File: src/rtl/cpu_pkg.sv
// Shared CPU definitions: ALU operation codes, instruction field positions and
// the decoded bundle handed from decode to the ALU.
package cpu_pkg;

  localparam int unsigned XLEN = 32;

  // ALU operation codes (shared with the ALU).
  localparam logic [4:0] OP_ADD    = 5'd0;
  localparam logic [4:0] OP_SUB    = 5'd1;
  localparam logic [4:0] OP_AND    = 5'd2;
  localparam logic [4:0] OP_OR     = 5'd3;
  localparam logic [4:0] OP_XOR    = 5'd4;
  localparam logic [4:0] OP_SLL    = 5'd5;
  localparam logic [4:0] OP_SRL    = 5'd6;
  localparam logic [4:0] OP_SRA    = 5'd7;
  localparam logic [4:0] OP_SLT    = 5'd8;
  localparam logic [4:0] OP_EQ     = 5'd9;
  localparam logic [4:0] OP_NEQ    = 5'd10;
  localparam logic [4:0] OP_ADDI   = 5'd11;
  localparam logic [4:0] OP_ANDI   = 5'd12;
  localparam logic [4:0] OP_ORI    = 5'd13;
  localparam logic [4:0] OP_XORI   = 5'd14;
  localparam logic [4:0] OP_SLLI   = 5'd15;
  localparam logic [4:0] OP_SRLI   = 5'd16;
  localparam logic [4:0] OP_SRAI   = 5'd17;
  localparam logic [4:0] OP_SLTI   = 5'd18;
  localparam logic [4:0] OP_EQI    = 5'd19;
  localparam logic [4:0] OP_NEQI   = 5'd20;
  localparam logic [4:0] OP_LW     = 5'd21;
  localparam logic [4:0] OP_SW     = 5'd22;
  localparam logic [4:0] OP_BT     = 5'd23;
  localparam logic [4:0] OP_BF     = 5'd24;
  localparam logic [4:0] OP_JAL    = 5'd25;
  localparam logic [4:0] OP_JALR   = 5'd26;
  localparam logic [4:0] OP_LI     = 5'd27;
  localparam logic [4:0] OP_LUI    = 5'd28;
  localparam logic [4:0] OP_AUITPC = 5'd29;
  localparam logic [4:0] OP_ECALL  = 5'd30;
  localparam logic [4:0] OP_EBREAK = 5'd31;

  // Instruction field bit positions.
  localparam int unsigned OP_MSB    = 31;
  localparam int unsigned OP_LSB    = 27;
  localparam int unsigned RD_MSB    = 26;
  localparam int unsigned RD_LSB    = 22;
  localparam int unsigned RS1_MSB   = 21;
  localparam int unsigned RS1_LSB   = 17;
  localparam int unsigned RS2_MSB   = 16;
  localparam int unsigned RS2_LSB   = 12;
  localparam int unsigned IMM17_MSB = 16;
  localparam int unsigned IMM22_MSB = 21;

  typedef struct packed {
    logic use_imm;
    logic reg_write;
    logic mem_read;
    logic mem_write;
    logic branch;
    logic jump;
    logic trap;
  } flags_t;

  typedef struct packed {
    logic [4:0]      alu_op;
    logic [4:0]      rd;
    logic [4:0]      rs1;
    logic [4:0]      rs2;
    logic [XLEN-1:0] imm;
    logic [XLEN-1:0] pc;
    flags_t          flags;
  } decoded_t;

  function automatic logic [XLEN-1:0] sext17(input logic [IMM17_MSB:0] v);
    return {{(XLEN-IMM17_MSB-1){v[IMM17_MSB]}}, v};
  endfunction

  function automatic logic [XLEN-1:0] sext22(input logic [IMM22_MSB:0] v);
    return {{(XLEN-IMM22_MSB-1){v[IMM22_MSB]}}, v};
  endfunction

endpackage

File: src/rtl/decode_stage_skid_buffer.sv
// Two-entry skid buffer with registered in_ready and a flush that empties it.
module skid_buffer #(
  parameter int unsigned W = 8
) (
  input  logic         clk,
  input  logic         rst_n,
  input  logic         flush,
  input  logic         in_valid,
  output logic         in_ready,
  input  logic [W-1:0] in_data,
  output logic         out_valid,
  input  logic         out_ready,
  output logic [W-1:0] out_data
);

  typedef enum logic [1:0] {S_EMPTY, S_ONE, S_TWO} state_t;

  state_t       r_state;
  state_t       w_next;
  logic         r_in_ready;
  logic [W-1:0] r_main;
  logic [W-1:0] r_skid;
  logic         w_accept;
  logic         w_drain;
  logic         w_load_main;
  logic         w_load_skid;
  logic         w_shift;

  assign w_accept = in_valid & r_in_ready;
  assign w_drain  = out_valid & out_ready;
  assign in_ready = r_in_ready;
  assign out_data = r_main;

  // Next state, slot load controls and out_valid from the current occupancy.
  always_comb begin
    // NOTE: every output of this block gets a default first so no path infers a latch.
    w_next      = r_state;
    w_load_main = 1'b0;
    w_load_skid = 1'b0;
    w_shift     = 1'b0;
    out_valid   = (r_state != S_EMPTY);
    if (flush) begin
      w_next = S_EMPTY;
    end else begin
      unique case (r_state)
        S_EMPTY: begin
          if (w_accept) begin
            w_next      = S_ONE;
            w_load_main = 1'b1;
          end
        end
        S_ONE: begin
          if (w_accept && w_drain) begin
            w_load_main = 1'b1;
          end else if (w_accept) begin
            w_next      = S_TWO;
            w_load_skid = 1'b1;
          end else if (w_drain) begin
            w_next = S_EMPTY;
          end
        end
        S_TWO: begin
          if (w_drain) begin
            w_next  = S_ONE;
            w_shift = 1'b1;
          end
        end
        default: w_next = S_EMPTY;
      endcase
    end
  end

  // State, ready flop and slot storage.
  always_ff @(posedge clk) begin
    // NOTE: state updates use <= so every flop samples pre-edge values.
    if (!rst_n) begin
      r_state    <= S_EMPTY;
      r_in_ready <= 1'b1;
      // NOTE: main is cleared because it drives the outputs; skid is only read after being written.
      r_main     <= '0;
    end else begin
      r_state    <= w_next;
      r_in_ready <= (w_next != S_TWO);
      if (w_load_main) r_main <= in_data;
      else if (w_shift) r_main <= r_skid;
      if (w_load_skid) r_skid <= in_data;
    end
  end

endmodule

File: src/rtl/decode_stage.sv
// Instruction decode stage: decodes fetch beats into ALU bundles and buffers
// them in a two-entry skid buffer.
module decode_stage
  import cpu_pkg::*;
(
  input  logic            clk,
  input  logic            rst_n,
  input  logic            flush,
  input  logic            in_valid,
  output logic            in_ready,
  input  logic [XLEN-1:0] in_instr,
  input  logic [XLEN-1:0] in_pc,
  output logic            out_valid,
  input  logic            out_ready,
  output logic [4:0]      out_alu_op,
  output logic [4:0]      out_rd,
  output logic [4:0]      out_rs1,
  output logic [4:0]      out_rs2,
  output logic [XLEN-1:0] out_imm,
  output logic [XLEN-1:0] out_pc,
  output logic            out_use_imm,
  output logic            out_reg_write,
  output logic            out_mem_read,
  output logic            out_mem_write,
  output logic            out_branch,
  output logic            out_jump,
  output logic            out_trap
);

  function automatic decoded_t decode(input logic [XLEN-1:0] instr,
                                      input logic [XLEN-1:0] pc);
    decoded_t   d;
    logic [4:0] op;
    op       = instr[OP_MSB:OP_LSB];
    d        = '0;
    d.alu_op = op;
    d.pc     = pc;
    case (op) inside
      [OP_ADD:OP_NEQ]: begin
        d.rd              = instr[RD_MSB:RD_LSB];
        d.rs1             = instr[RS1_MSB:RS1_LSB];
        d.rs2             = instr[RS2_MSB:RS2_LSB];
        d.flags.reg_write = 1'b1;
      end
      [OP_ADDI:OP_LW], OP_JALR: begin
        d.rd              = instr[RD_MSB:RD_LSB];
        d.rs1             = instr[RS1_MSB:RS1_LSB];
        d.imm             = sext17(instr[IMM17_MSB:0]);
        d.flags.use_imm   = 1'b1;
        d.flags.reg_write = 1'b1;
        d.flags.mem_read  = (op == OP_LW);
        d.flags.jump      = (op == OP_JALR);
      end
      OP_SW: begin
        d.rs2             = instr[RD_MSB:RD_LSB];
        d.rs1             = instr[RS1_MSB:RS1_LSB];
        d.imm             = sext17(instr[IMM17_MSB:0]);
        d.flags.use_imm   = 1'b1;
        d.flags.mem_write = 1'b1;
      end
      OP_BT, OP_BF: begin
        d.rs1          = instr[RD_MSB:RD_LSB];
        d.rs2          = instr[RS1_MSB:RS1_LSB];
        d.imm          = sext17(instr[IMM17_MSB:0]);
        d.flags.branch = 1'b1;
      end
      OP_JAL: begin
        d.rd              = instr[RD_MSB:RD_LSB];
        d.imm             = sext22(instr[IMM22_MSB:0]);
        d.flags.jump      = 1'b1;
        d.flags.reg_write = 1'b1;
      end
      OP_LI: begin
        d.rd              = instr[RD_MSB:RD_LSB];
        d.imm             = sext22(instr[IMM22_MSB:0]);
        d.flags.use_imm   = 1'b1;
        d.flags.reg_write = 1'b1;
      end
      OP_LUI, OP_AUITPC: begin
        d.rd              = instr[RD_MSB:RD_LSB];
        d.imm             = {instr[IMM22_MSB:0], 10'b0};
        d.flags.use_imm   = 1'b1;
        d.flags.reg_write = 1'b1;
      end
      default: begin
        d.flags.trap = 1'b1;
      end
    endcase
    // Writes to x0 are architecturally discarded.
    if (d.rd == 5'd0) d.flags.reg_write = 1'b0;
    return d;
  endfunction

  decoded_t w_dec;
  decoded_t w_out;

  assign w_dec = decode(in_instr, in_pc);

  skid_buffer #(.W($bits(decoded_t))) u_skid (
    .clk       (clk),
    .rst_n     (rst_n),
    .flush     (flush),
    .in_valid  (in_valid),
    .in_ready  (in_ready),
    .in_data   (w_dec),
    .out_valid (out_valid),
    .out_ready (out_ready),
    .out_data  (w_out)
  );

  assign out_alu_op    = w_out.alu_op;
  assign out_rd        = w_out.rd;
  assign out_rs1       = w_out.rs1;
  assign out_rs2       = w_out.rs2;
  assign out_imm       = w_out.imm;
  assign out_pc        = w_out.pc;
  assign out_use_imm   = w_out.flags.use_imm;
  assign out_reg_write = w_out.flags.reg_write;
  assign out_mem_read  = w_out.flags.mem_read;
  assign out_mem_write = w_out.flags.mem_write;
  assign out_branch    = w_out.flags.branch;
  assign out_jump      = w_out.flags.jump;
  assign out_trap      = w_out.flags.trap;

endmodule

File: config.mk
export PLATFORM = sky130hd
export DESIGN_NAME = decode_stage
export DESIGN_NICKNAME = d
export VERILOG_FILES = /design/src/rtl/cpu_pkg.sv /design/src/rtl/decode_stage_skid_buffer.sv /design/src/rtl/decode_stage.sv
export SDC_FILE = /design/constraint.sdc
export NUM_CORES = 1
export LEC_CHECK = 0
export ABC_CLOCK_PERIOD_IN_PS = 6600
export CORE_MARGIN = 2
export CORE_UTILIZATION = 30
export CTS_BUF_LIST = sky130_fd_sc_hd__clkbuf_4 sky130_fd_sc_hd__clkbuf_8
export CTS_CLUSTER_SIZE = 24
export DETAILED_ROUTE_END_ITERATION = 8
export PLACE_DENSITY = 0.56
export SLEW_MARGIN = 0
export SYNTH_ARGS = -nofsm -noshare
export SYNTH_HDL_FRONTEND = slang
export SYNTH_SLANG_ARGS = --single-unit
File: constraint.sdc
create_clock -name clk -period 6.6 [get_ports clk]
set_input_delay 0.66 -clock clk [delete_from_list [all_inputs] [get_ports clk]]
set_output_delay 0.66 -clock clk [all_outputs]
set_load 0.01 [all_outputs]
==> results of run 1 <==
## power by group through the flow
stage                     Clock, mW  Sequential (mW)  Combinational, mW
final                         0.697             1.27              0.350
after detailed placement          0             1.30              0.351
after global placement            0             1.29              0.349
after CTS                     0.722             1.27              0.353
after floorplan                   0             1.31              0.166
after global routing          0.759             1.27              0.380
## critical path: cells and delay by family
| kind | cells | cell delay, ns |
|---|---|---|
| AO/OA/AOI/OAI | 1 | 0.12 |
| buffers and inverters | 2 | 1.03 |
| AND/OR/NAND/NOR | 3 | 1.57 |
## worst min path at each step
stage	end	depth (start not counted)	from
floorplan	u_skid.out_data[56]	2	u_skid.r_skid[56]
global placement	u_skid.out_data[38]	2	u_skid.out_data[38]
detailed placement	u_skid.out_data[37]	2	u_skid.out_data[37]
CTS	u_skid.out_data[37]	2	u_skid.out_data[37]
global route	u_skid.out_data[38]	2	u_skid.out_data[38]
finish	u_skid.out_data[37]	2	u_skid.out_data[37]
## per-stage QoR
| stage | power [mW] | worst slack (ns) | hold slack, ns |
|---|---|---|---|
| global placement | 1.64 | 3.10 | 0.457 |
| finish | 2.32 | 3.53 | 0.480 |
| global route | 2.41 | 3.32 | 0.511 |
| detailed placement | 1.65 | 3.02 | 0.468 |
| floorplan | 1.47 | 0.956 | 0.483 |
| CTS | 2.34 | 3.56 | 0.482 |
## cell type report
| type | count | area [sq um] |
|---|---|---|
| well taps | 341 | 427 |
| repair buffers | 175 | 1720 |
| multi-input cells | 504 | 3120 |
| clock inverters | 14 | 96.3 |
| fillers | 2683 | 16500 |
| clock buffers | 18 | 248 |
| flip-flops and latches | 185 | 4610 |
| inverters | 12 | 45.0 |
## metal layers
metal	GRT usage [%]	wire, microns	up-vias
met1	23.4	11400	3118
met5	0	0	-
li1	-	-	3043
met3	3.34	1190	9
met2	25.2	10600	177
met4	3.04	116	0
## sequential cells by signal, indices dropped and copies added, names as in the netlist
| register | cells |
|---|---|
| u_skid.out_data | 91 |
| u_skid.r_skid | 91 |
| u_skid.in_ready | 1 |
| u_skid.r_state | 2 |
## Yosys cell counts (2+ instances only)
library cell / number
sky130_fd_sc_hd__o21a_1: 8
sky130_fd_sc_hd__edfxtp_1: 91
sky130_fd_sc_hd__nand3b_1: 2
sky130_fd_sc_hd__a21oi_1: 50
sky130_fd_sc_hd__a221oi_1: 4
sky130_fd_sc_hd__nor2b_1: 2
sky130_fd_sc_hd__a22oi_1: 2
sky130_fd_sc_hd__a311oi_2: 37
sky130_fd_sc_hd__dfxtp_1: 94
sky130_fd_sc_hd__or3_1: 2
sky130_fd_sc_hd__a22o_1: 13
sky130_fd_sc_hd__o22ai_1: 9
sky130_fd_sc_hd__buf_1: 3
sky130_fd_sc_hd__nand3_1: 24
sky130_fd_sc_hd__a311oi_1: 10
sky130_fd_sc_hd__or3b_2: 2
sky130_fd_sc_hd__buf_2: 26
sky130_fd_sc_hd__o211a_1: 15
sky130_fd_sc_hd__nor4_2: 2
sky130_fd_sc_hd__a21oi_2: 2
sky130_fd_sc_hd__mux2i_1: 8
sky130_fd_sc_hd__and4_1: 3
sky130_fd_sc_hd__a31oi_1: 4
sky130_fd_sc_hd__buf_6: 11
sky130_fd_sc_hd__o21ai_0: 3
sky130_fd_sc_hd__nand2_1: 172
sky130_fd_sc_hd__buf_4: 4
sky130_fd_sc_hd__and3_1: 8
sky130_fd_sc_hd__inv_1: 10
sky130_fd_sc_hd__and2_1: 16
sky130_fd_sc_hd__nor3_1: 5
sky130_fd_sc_hd__clkbuf_1: 23
sky130_fd_sc_hd__a211oi_1: 8
sky130_fd_sc_hd__a222oi_1: 5
sky130_fd_sc_hd__nor2_1: 60
sky130_fd_sc_hd__or4_1: 2
sky130_fd_sc_hd__nand2b_1: 6
sky130_fd_sc_hd__a21o_1: 5
## cell families (layout without fill, tap and decap cells)
kind of cell    count (synthesis)  in the layout  synth area share [%]
buf+inv                        79            219                  5.25
xor+xnor                        1              1                 0.108
flops                         185            185                  56.8
compound gates                183            183                  19.7
simple gates                  312            312                  17.1
mux                             8              8                 0.986
==> metrics list, run 1 <==
- Kind of critical path: in -> reg
- Counting tap cells, the placed design contains a total of roughly 1200 instances.
- The count of final hold-check violations was 0.
- The count of buffers added on input and output ports is around 160.
- Ordered list of cells on the worst path: clkdlybuf4s50_1 > nor2b_1 > or4_4 > buf_4 > or3_1 > o22ai_1
- No sink is reached through more buffers than the 2 on the longest clock path.
- Clock share of power: 30.1%
- Synthesis handed over a netlist of roughly 770 instances.
* Combinational share of power: between 10% and 20%
- Post-cts hold buffer count: 0
* Final ANT Viol Nets: 0
* DR vias/cell: between 5 and 6
- Final period utilization: between 40% and 50%
- The first global-routing pass estimated approximately 36 mm of wire.
- In this run the power spent charging and discharging nets is ~630 uW.
- The slowest stage of the critical path is the sky130_fd_sc_hd__or4_4 cell.
- Core utilization of the finished layout: about two fifths
- Ports: ~160
- Reg-to-reg critical path startpoint: u_skid.r_state[0]
- Commonest non-fill, non-tap cells in the layout: sky130_fd_sc_hd__nand2_1 (172), sky130_fd_sc_hd__clkdlybuf4s50_1 (161), sky130_fd_sc_hd__dfxtp_1 (94)
- Top cell type by total area after synthesis: sky130_fd_sc_hd__edfxtp_1
* Maximum fanout along the worst path: between 80 and 90
- TritonCTS created 17 clock buffers.
- The min-delay analysis places its worst path in the category reg -> reg.
- The number of antenna diodes in the final layout is 0.
- Initial antenna violation count: 0
- Counting distinct cell types in the post-synthesis netlist gives 55.
* Number of max-slew violations in the final report: 0
* Final setup TNS: 0 ns
- The setup check on the worst reg-to-reg path leaves a slack of 3.87 ns.
* First-pass DRT Iterations: 5
- The floorplan step set the die height to 169 microns.
- Max-cap check violation count: 0
- The synthesized design contains between 90 and 100 enable-type register cells.
- Clock slew at the register clock pins of the worst setup and hold paths: 0.10 ns
- Number of resized instances in the post-cts repair step: 0
- TritonCTS built the clock tree.
* Ratio of cells with drive above 1 in the final layout: 10.5%
- Standby leakage power: 3.55 nW
* Cell area after technology mapping: ~8100 sq um
* Finish-stage setup viols: 0
- By area the synthesized netlist is led by sky130_fd_sc_hd__edfxtp_1 (34%), sky130_fd_sc_hd__dfxtp_1 (23%), sky130_fd_sc_hd__nand2_1 (8.0%).
- Worst EP required: between 6 and 7 ns
* Die extent in x: ~170 microns
- The total overflow left after global routing is 0.
* Synthesis-stage register bit count: 185
- The smallest clock period supported by the final layout is computed as ~3.1 ns.
* Die footprint: about 28000 sq um
- During synthesis, Yosys emitted a total of 0 warnings.
- Syn Nets: 837
- Number of nets in the layout: 964
- In this run the core area contains 60 standard-cell rows.
- Internal power comes to roughly 1.7 mW.
* Global Route Usage Sum: 16.2%
- In this run the post-CTS setup repair buffer count came out at 0.
- Clock tree synthesis found a total of between 150 and 200 sinks.
- Start point of the critical path: out_ready
- Summing all placed instances gives a cell area of slightly below 10000 sq um.
- Once layout is complete, the cells apart from fillers number around 1200.
* Area growth from synthesis to layout: 26.4%
* RSZ-0062 raised after global routing: no
- The library cell used most frequently in the layout, excluding fill and tap cells, is sky130_fd_sc_hd__nand2_1.
- Counting cells, the worst reg-to-reg path comes to 5.
- Remaining max-slew budget at the tightest pin: 19.3%
- CP Data Arrival Time: ~3.4 ns
- Counting flops with an async set or reset pin after synthesis yields a share of 0%.
- Across all layers, the routed design uses approximately 6300 vias.
* Clock latency reported for the late side of the worst-skew pair: around 0.46 ns
- Power density relative to cell area: about 230 nW/um^2
- Post-route standard cell area excluding fillers: between 10000 and 15000 sq um
* Max VDD drop: between 0.08 and 0.09 mV
- Of the synthesized area, sequential elements account for approximately 57%.
- The congestion estimate from routability-driven global placement came to roughly 0.77.
- STA classifies the critical path endpoint as a register.
- The worst setup path is launched from an input port.
* Slew @ Worst Pin: around 1.2 ns
* Result of the run: finished clean
- Worst Skew: approximately 0.012 ns
- Based on the critical path, the design can be clocked at up to around 330 MHz.
- The largest single stage delay on the critical path is ~0.86 ns.
- Number of design rule violations left after detail routing: 0
* Effective utilization at floorplan: between 30% and 40%
- The tree is rooted in a sky130_fd_sc_hd__clkbuf_8.
- Floorplan core area: 26700 sq um
- The via count of the first global-routing pass is a little over 6000.
- R2R Path End: u_skid.out_data[58]
- Switching Share: 27.1%
- Timing endpoint of the critical path: u_skid.out_data[58]
- The HPWL after detailed placement is about 15 mm.
- In this run, the number of DRC markers left after iteration 0 of detailed routing was roughly 590.
- In the synthesized netlist the dominant register cell turns out to be sky130_fd_sc_hd__dfxtp_1.
- Mean cell area of the mapped netlist: 10.6 sq um
* DRT Wirelength: 23.3 mm
* Maximum number of pins on one net before global-route repair: 82
- In the final routed layout, each cell accounts on average for 18.7 microns.
- Per report_power, the sequential group accounts for a little over half of the total.
* Yosys top cell area share: between 30% and 40%
- The H-tree generated during clock tree synthesis spans 4 levels.
(Power assumes the default switching activity.)
==> run 2, diff against run 1 <==
ABC_CLOCK_PERIOD_IN_PS = 2770   (was 6600)
PLACE_DENSITY = 0.58   (was 0.56)
clock period = 2.77 ns   (was 6.6 ns; I/O delays follow)
==> run 2 against run 1 <==
- critical path depth did not move
- worst hold slack got worse by 0.080 ns
- flip-flop and latch count did not move
- die area did not move
- design area rose by 2.5%
- non-clock buffer count rose by 18
==> metrics list, run 2 (synthesized netlist as in run 1, its figures left out) <==
- Result of the run: finished clean
- Final hold slack: 0.399 ns (-0.0803 ns)
- Final setup TNS: 0 ns (unchanged)
* Ports: 162 (unchanged)
* First-pass GRT wire length: 36.9 mm (+3.5%)
- The clock slew seen by the registers of the worst setup and hold paths was 0.10 ns (about the same).
- Final critical delay including setup and external delays: ~2.1 ns
* Power density relative to cell area: 555 nW/um^2 (+150%)
- The leakage power figure is 3.70 nW (+4.2%).
* Final ANT Viol Nets: 0 (unchanged)
- Floorplan core area: 26700 sq um (unchanged)
* Commonest non-fill, non-tap cells in the layout: sky130_fd_sc_hd__nand2_1 (172), sky130_fd_sc_hd__clkdlybuf4s50_1 (161), sky130_fd_sc_hd__dfxtp_1 (94)
* Clock latency reported for the late side of the worst-skew pair: 0.46 ns (about the same)
- Kind of critical path: in -> reg
* CTS max path bufs: 2 (unchanged)
* Type of element capturing the critical path: register
- Upper clock frequency limit: roughly 470 MHz
* Number of max-slew violations in the final report: 0 (unchanged)
- Finish-stage setup viols: 0 (unchanged)
* Die footprint: 28400 sq um (unchanged)
- Initial antenna violation count: 0 (unchanged)
* Height of the die: 169 microns (unchanged)
- The required time reported for the critical path endpoint came to 2.96 ns (-3.98 ns).
- The number of buffers inserted by hold repair at cts came to 0 (unchanged).
- The number of buffers inserted to repair setup after CTS is 0 (unchanged).
- Number of design rule violations left after detail routing: 0 (unchanged)
* Vias: 6453 (+1.7%)
* Routability cong.: 0.866 (+13%)
- The measured slew at the worst slew-check pin is 0.678 ns (-0.532 ns).
- The worst path uses between 70% and 80% of the clock period.
- The number of vias per cell is 5.09 (+0.23%).
* Clock Tree Root: sky130_fd_sc_hd__clkbuf_8
- Maximum number of pins on one net before global-route repair: 61 (-26%)
- Worst min-delay path category: in -> reg
* Critical path startpoint category: input port
- The number of I/O port buffers was 161 (unchanged).
- Number of nets in the layout: 982 (+1.9%)
- The clock tree skew after final layout was 0.0136 ns (+0.00213 ns).
- DRT Wirelength: 23.9 mm (+2.3%)
* Global Route Usage Sum: 16.8% (+0.62 points)
- The peak supply drop is 0.233 mV (+180%).
- Aggregate global routing overflow: 0 (unchanged)
- Core utilization of the finished layout: 39.4% (+0.96 points)
- TritonCTS built the clock tree.
- Initial DRC Count: 652 (+11%)
* Area growth from synthesis to layout: 29.6%
- The depth of the most critical reg-to-reg path is 5 (unchanged).
- The library cell used most frequently in the layout, excluding fill and tap cells, is sky130_fd_sc_hd__nand2_1.
- The layout cell share with drive strength beyond 1 is 12.5% (+2.1 points).
- The total of cells resized after clock tree synthesis is 0 (unchanged).
- The count of TritonRoute iterations in the first routing pass is 5 (unchanged).
* Maximum fanout along the worst path: 17 (-79%)
- Clock sink count: 185 (unchanged)
- The max capacitance violation total is 0 (unchanged).
- The effective utilization at floorplan was 30.4% (unchanged).
* DP Wirelength: 16.0 mm (+7.2%)
- The standard-cell row count was 60 (unchanged).
- Endpoints failing hold: 0 (unchanged)
* Number of H-tree branching levels: 4 (unchanged)
- RSZ-0062 raised after global routing: no
- Remaining max-slew budget at the tightest pin: 54.8% (+35 points)
* Die extent in x: 169 microns (unchanged)
- The number of stages on the worst hold path came to 1 (-1).
* WL per Instance: 18.8 microns (+0.89%)
- CP Data Arrival Time: 2.32 ns (-1.09 ns)
- The via count of the first global-routing pass came to 6236 (+1.5%).
- TritonCTS buffer count: 17 (unchanged)
- The antenna diode count came to 0 (unchanged).
[run 2: power breakdown]
part / switching [mW] / internal [mW] / total, mW / leakage (nW)
Clock: 1.03 / 0.925 / 1.95 / 0.218
Sequential: 0.0567 / 2.97 / 3.02 / 1.61
Combinational: 0.436 / 0.427 / 0.863 / 1.87
Total: 1.52 / 4.32 / 5.84 / 3.70
[run 2: worst paths after layout]
kind                       start                  end  slack [ns]
max                 in_instr[28]    u_skid.r_skid[75]        0.64
min                     in_pc[9]    u_skid.r_skid[16]        0.40
max reg2reg      u_skid.in_ready  u_skid.out_data[12]        0.76
min reg2reg  u_skid.out_data[22]  u_skid.out_data[22]        0.49
[run 2: worst max-delay path, cell delays in order]
cell                              delay (ns)
sky130_fd_sc_hd__clkdlybuf4s50_1        0.82
sky130_fd_sc_hd__nand2b_1               0.25
sky130_fd_sc_hd__nor3_1                 0.07
sky130_fd_sc_hd__o21a_1                 0.37
sky130_fd_sc_hd__a222oi_1               0.44
sky130_fd_sc_hd__inv_1                  0.07
[run 2: final cells by class]
class | count | area [sq um]
flip-flops and latches | 185 | 4610
clock buffers | 18 | 248
inverters | 12 | 45.0
multi-input cells | 504 | 3120
fillers | 2663 | 16200
repair buffers | 193 | 1900
clock inverters | 14 | 168
well taps | 341 | 427
[run 2: through the flow]
step	instances	instance area, sq um	setup slack, ns	total power [mW]
global route	1267	10500	0.463	6.09
global placement	1235	10100	0.275	3.94
detailed placement	1235	10100	0.223	3.95
finish	1267	10500	0.643	5.84
CTS	1267	10500	0.707	5.91
floorplan	768	8130	0.0295	3.51
[run 2: routing by layer]
layer / up-vias / wire length, microns / track usage [%]
li1: 3084 / - / -
met1: 3143 / 11500 / 24.0
met2: 210 / 10800 / 25.9
met3: 16 / 1340 / 3.90
met4: 0 / 268 / 3.86
met5: - / 0 / 0
==> run 3, diff against run 2 <==
ABC_CLOCK_PERIOD_IN_PS = 2100   (was 2770)
PLACE_DENSITY = 0.56   (was 0.58)
clock period = 2.1 ns   (was 2.77 ns; I/O delays follow)
==> run 3 against run 2 <==
- combinational power is 38% higher
- critical path depth fell by 3
- clock power is 27% higher
- utilization grew 1.5 points
- largest cell class unchanged
- final cell count is 3.2% higher
- largest power group unchanged
- via count increased by 2.4%
==> metrics list, run 3 (synthesized netlist as in run 1, its figures left out) <==
- Result of the run: finished clean
- Critical path startpoint category: register
- By startpoint and endpoint, the worst setup path is classified as reg -> out.
- Slack of the critical path: 0.151 ns (-0.492 ns)
* Max VDD drop: 0.276 mV (+18%)
- Number of H-tree branching levels: 4 (unchanged)
- Die extent in x: 169 microns (unchanged)
* Finish-stage setup viols: 0 (unchanged)
- The number of vias per cell was 5.06 (-0.69%).
- The remaining max-slew budget at the tightest pin came to 62.3% (+7.5 points).
- Antenna cells: 0 (unchanged)
- The detailed placement HPWL came to 16.4 mm (+2.8%).
- Number of buffer cells added on primary ports: 161 (unchanged)
- Worst slack, placed: -0.191 ns (-0.414 ns)
* Ports: 162 (unchanged)
- Initial DRC Count: 503 (-23%)
- The biggest fanout along the worst timing path is 7 (-10).
- The count of final hold-check violations was 0 (unchanged).
* Worst EP required: 1.89 ns (-1.07 ns)
- Clock latency reported for the late side of the worst-skew pair: 0.46 ns (about the same)
- Leading cell type in the layout, fill and taps excluded: sky130_fd_sc_hd__nand2_1
* Post-cts hold buffer count: 0 (unchanged)
- Height of the die: 169 microns (unchanged)
- The top cell types in the final layout, fill and taps aside, are sky130_fd_sc_hd__nand2_1 (172), sky130_fd_sc_hd__clkdlybuf4s50_1 (161), sky130_fd_sc_hd__dfxtp_1 (94).
- Clock sink count: 185 (unchanged)
- The core footprint was 26700 sq um (unchanged).
* Via count of the first global-routing pass: 6412 (+2.8%)
* Aggregate global routing overflow: 0 (unchanged)
- Power density relative to cell area: 701 nW/um^2 (+26%)
- WL per Instance: 18.3 microns (-3.1%)
* Maximum number of pins on one net before global-route repair: 68 (+11%)
* First-pass DRT Iterations: 7 (+2)
- The data arrival time of the critical path came to 1.74 ns (-0.58 ns).
- The final critical path takes up approximately 93% of the cycle.
- In this run the clock root is driven by a sky130_fd_sc_hd__clkbuf_8.
- Standby leakage power: 3.91 nW (+5.8%)
- The count of vias placed by the detailed router came to 6611 (+2.4%).
- The wire length of the first global-routing pass came to 37.1 mm (+0.49%).
- The count of nets left with antenna violations after detail routing was 0 (unchanged).
* Cell row count: 60 (unchanged)
* Final hold slack: 0.340 ns (-0.0589 ns)
- The final layout net count was 1022 (+4.1%).
- Global Route Usage Sum: 16.8% (+0.036 points)
- The layout cell share with drive strength beyond 1 came to 16.3% (+3.7 points).
- Effective utilization at floorplan: 30.4% (unchanged)
- The worst setup path is captured at a primary output.
* Clock slew at the register clock pins of the worst setup and hold paths: 0.10 ns (about the same)
- The clock tree skew after final layout was 0.0143 ns (+0.000685 ns).
- Instance count after placement with tap cells included: 1275 (+3.2%)
* Count of filler cells inserted in the layout: 2584 (-3.0%)
* Final critical delay including setup and external delays: a little under 2 ns
- Slew @ Worst Pin: 0.565 ns (-0.113 ns)
- Placement Cell Area: 10500 sq um (+4.1%)
- TritonCTS buffer count: 17 (unchanged)
- Final setup TNS: 0 ns (unchanged)
- The count of non-filler cells in the finished layout is 1307 (+3.2%).
- The area growth from synthesis to layout is 34.5%.
* Upper clock frequency limit: just over 500 MHz
- The total routed wirelength is 23.9 mm (about the same).
- RSZ-0062 raised after global routing: no
- The total chip power came to 7.66 mW (+31%).
* Core utilization of the finished layout: 40.9% (+1.5 points)
- TritonCTS built the clock tree.
- Number of max-slew violations in the final report: 0 (unchanged)
- Worst min-delay path category: in -> reg
- The final weighted congestion in routability-driven placement came to 0.865 (-0.12%).
* Number of design rule violations left after detail routing: 0 (unchanged)
* CTS max path bufs: 2 (unchanged)
- The max capacitance violation total is 0 (unchanged).
- The floorplan die area came to 28400 sq um (unchanged).
* Post-route standard cell area excluding fillers: 10900 sq um (+3.8%)
- Initial antenna violation count: 0 (unchanged)
run 3: cell count changes in the layout (fill, tap and decap cells not counted), sizes merged:
cell | previous run | this run
bufinv | 3 | 2
inv | 16 | 15
clkinvlp | 0 | 2
buf | 32 | 72
clkinv | 7 | 6
clkbuf | 18 | 19
run 3: what timing repair did:
action                                  in CTS  in global routing
setup buffers                                0                  0
gates resized for setup                      0                  1
endpoints found under the setup margin       0                 26
run 3: path summary, 6_finish.rpt:
kind	from	to	slack, ns	cells after the start
setup / recovery	u_skid.r_state[1]	out_valid	0.15	3
hold reg to reg	u_skid.out_data[38]	u_skid.out_data[38]	0.48	2
hold / removal	in_pc[27]	u_skid.r_skid[34]	0.34	1
setup reg to reg	u_skid.in_ready	u_skid.out_data[69]	0.23	4
run 3: power breakdown:
group | switching (mW) | internal [mW]
clock network | 1.34 | 1.14
registers | 0.0728 | 3.91
logic | 0.586 | 0.606
total | 2.00 | 5.66
run 3: area by class of cell:
type	instances	area (sq um)	area share, %
sequential	185	4610	42.2
clock buffer	19	262	2.39
multi-input combinational	504	3120	28.6
inverter	12	50.0	0.458
clock inverter	13	141	1.29
tap	341	427	3.91
timing repair buffer	233	2310	21.1
run 3: routing by layer:
layer / vias up / routed length [microns] / GRT usage [%]
li1: 3155 / - / -
met3: 18 / 1350 / 3.55
met4: 0 / 262 / 4.35
met2: 199 / 11100 / 27.2
met1: 3239 / 11200 / 23.0
met5: - / 0 / 0
run 3: worst max-delay path, stage by stage (launching register included):
cell and delay (ns):
sky130_fd_sc_hd__dfxtp_1 0.32, sky130_fd_sc_hd__buf_4 0.17, sky130_fd_sc_hd__or2_2 0.29, sky130_fd_sc_hd__clkdlybuf4s50_1 0.50
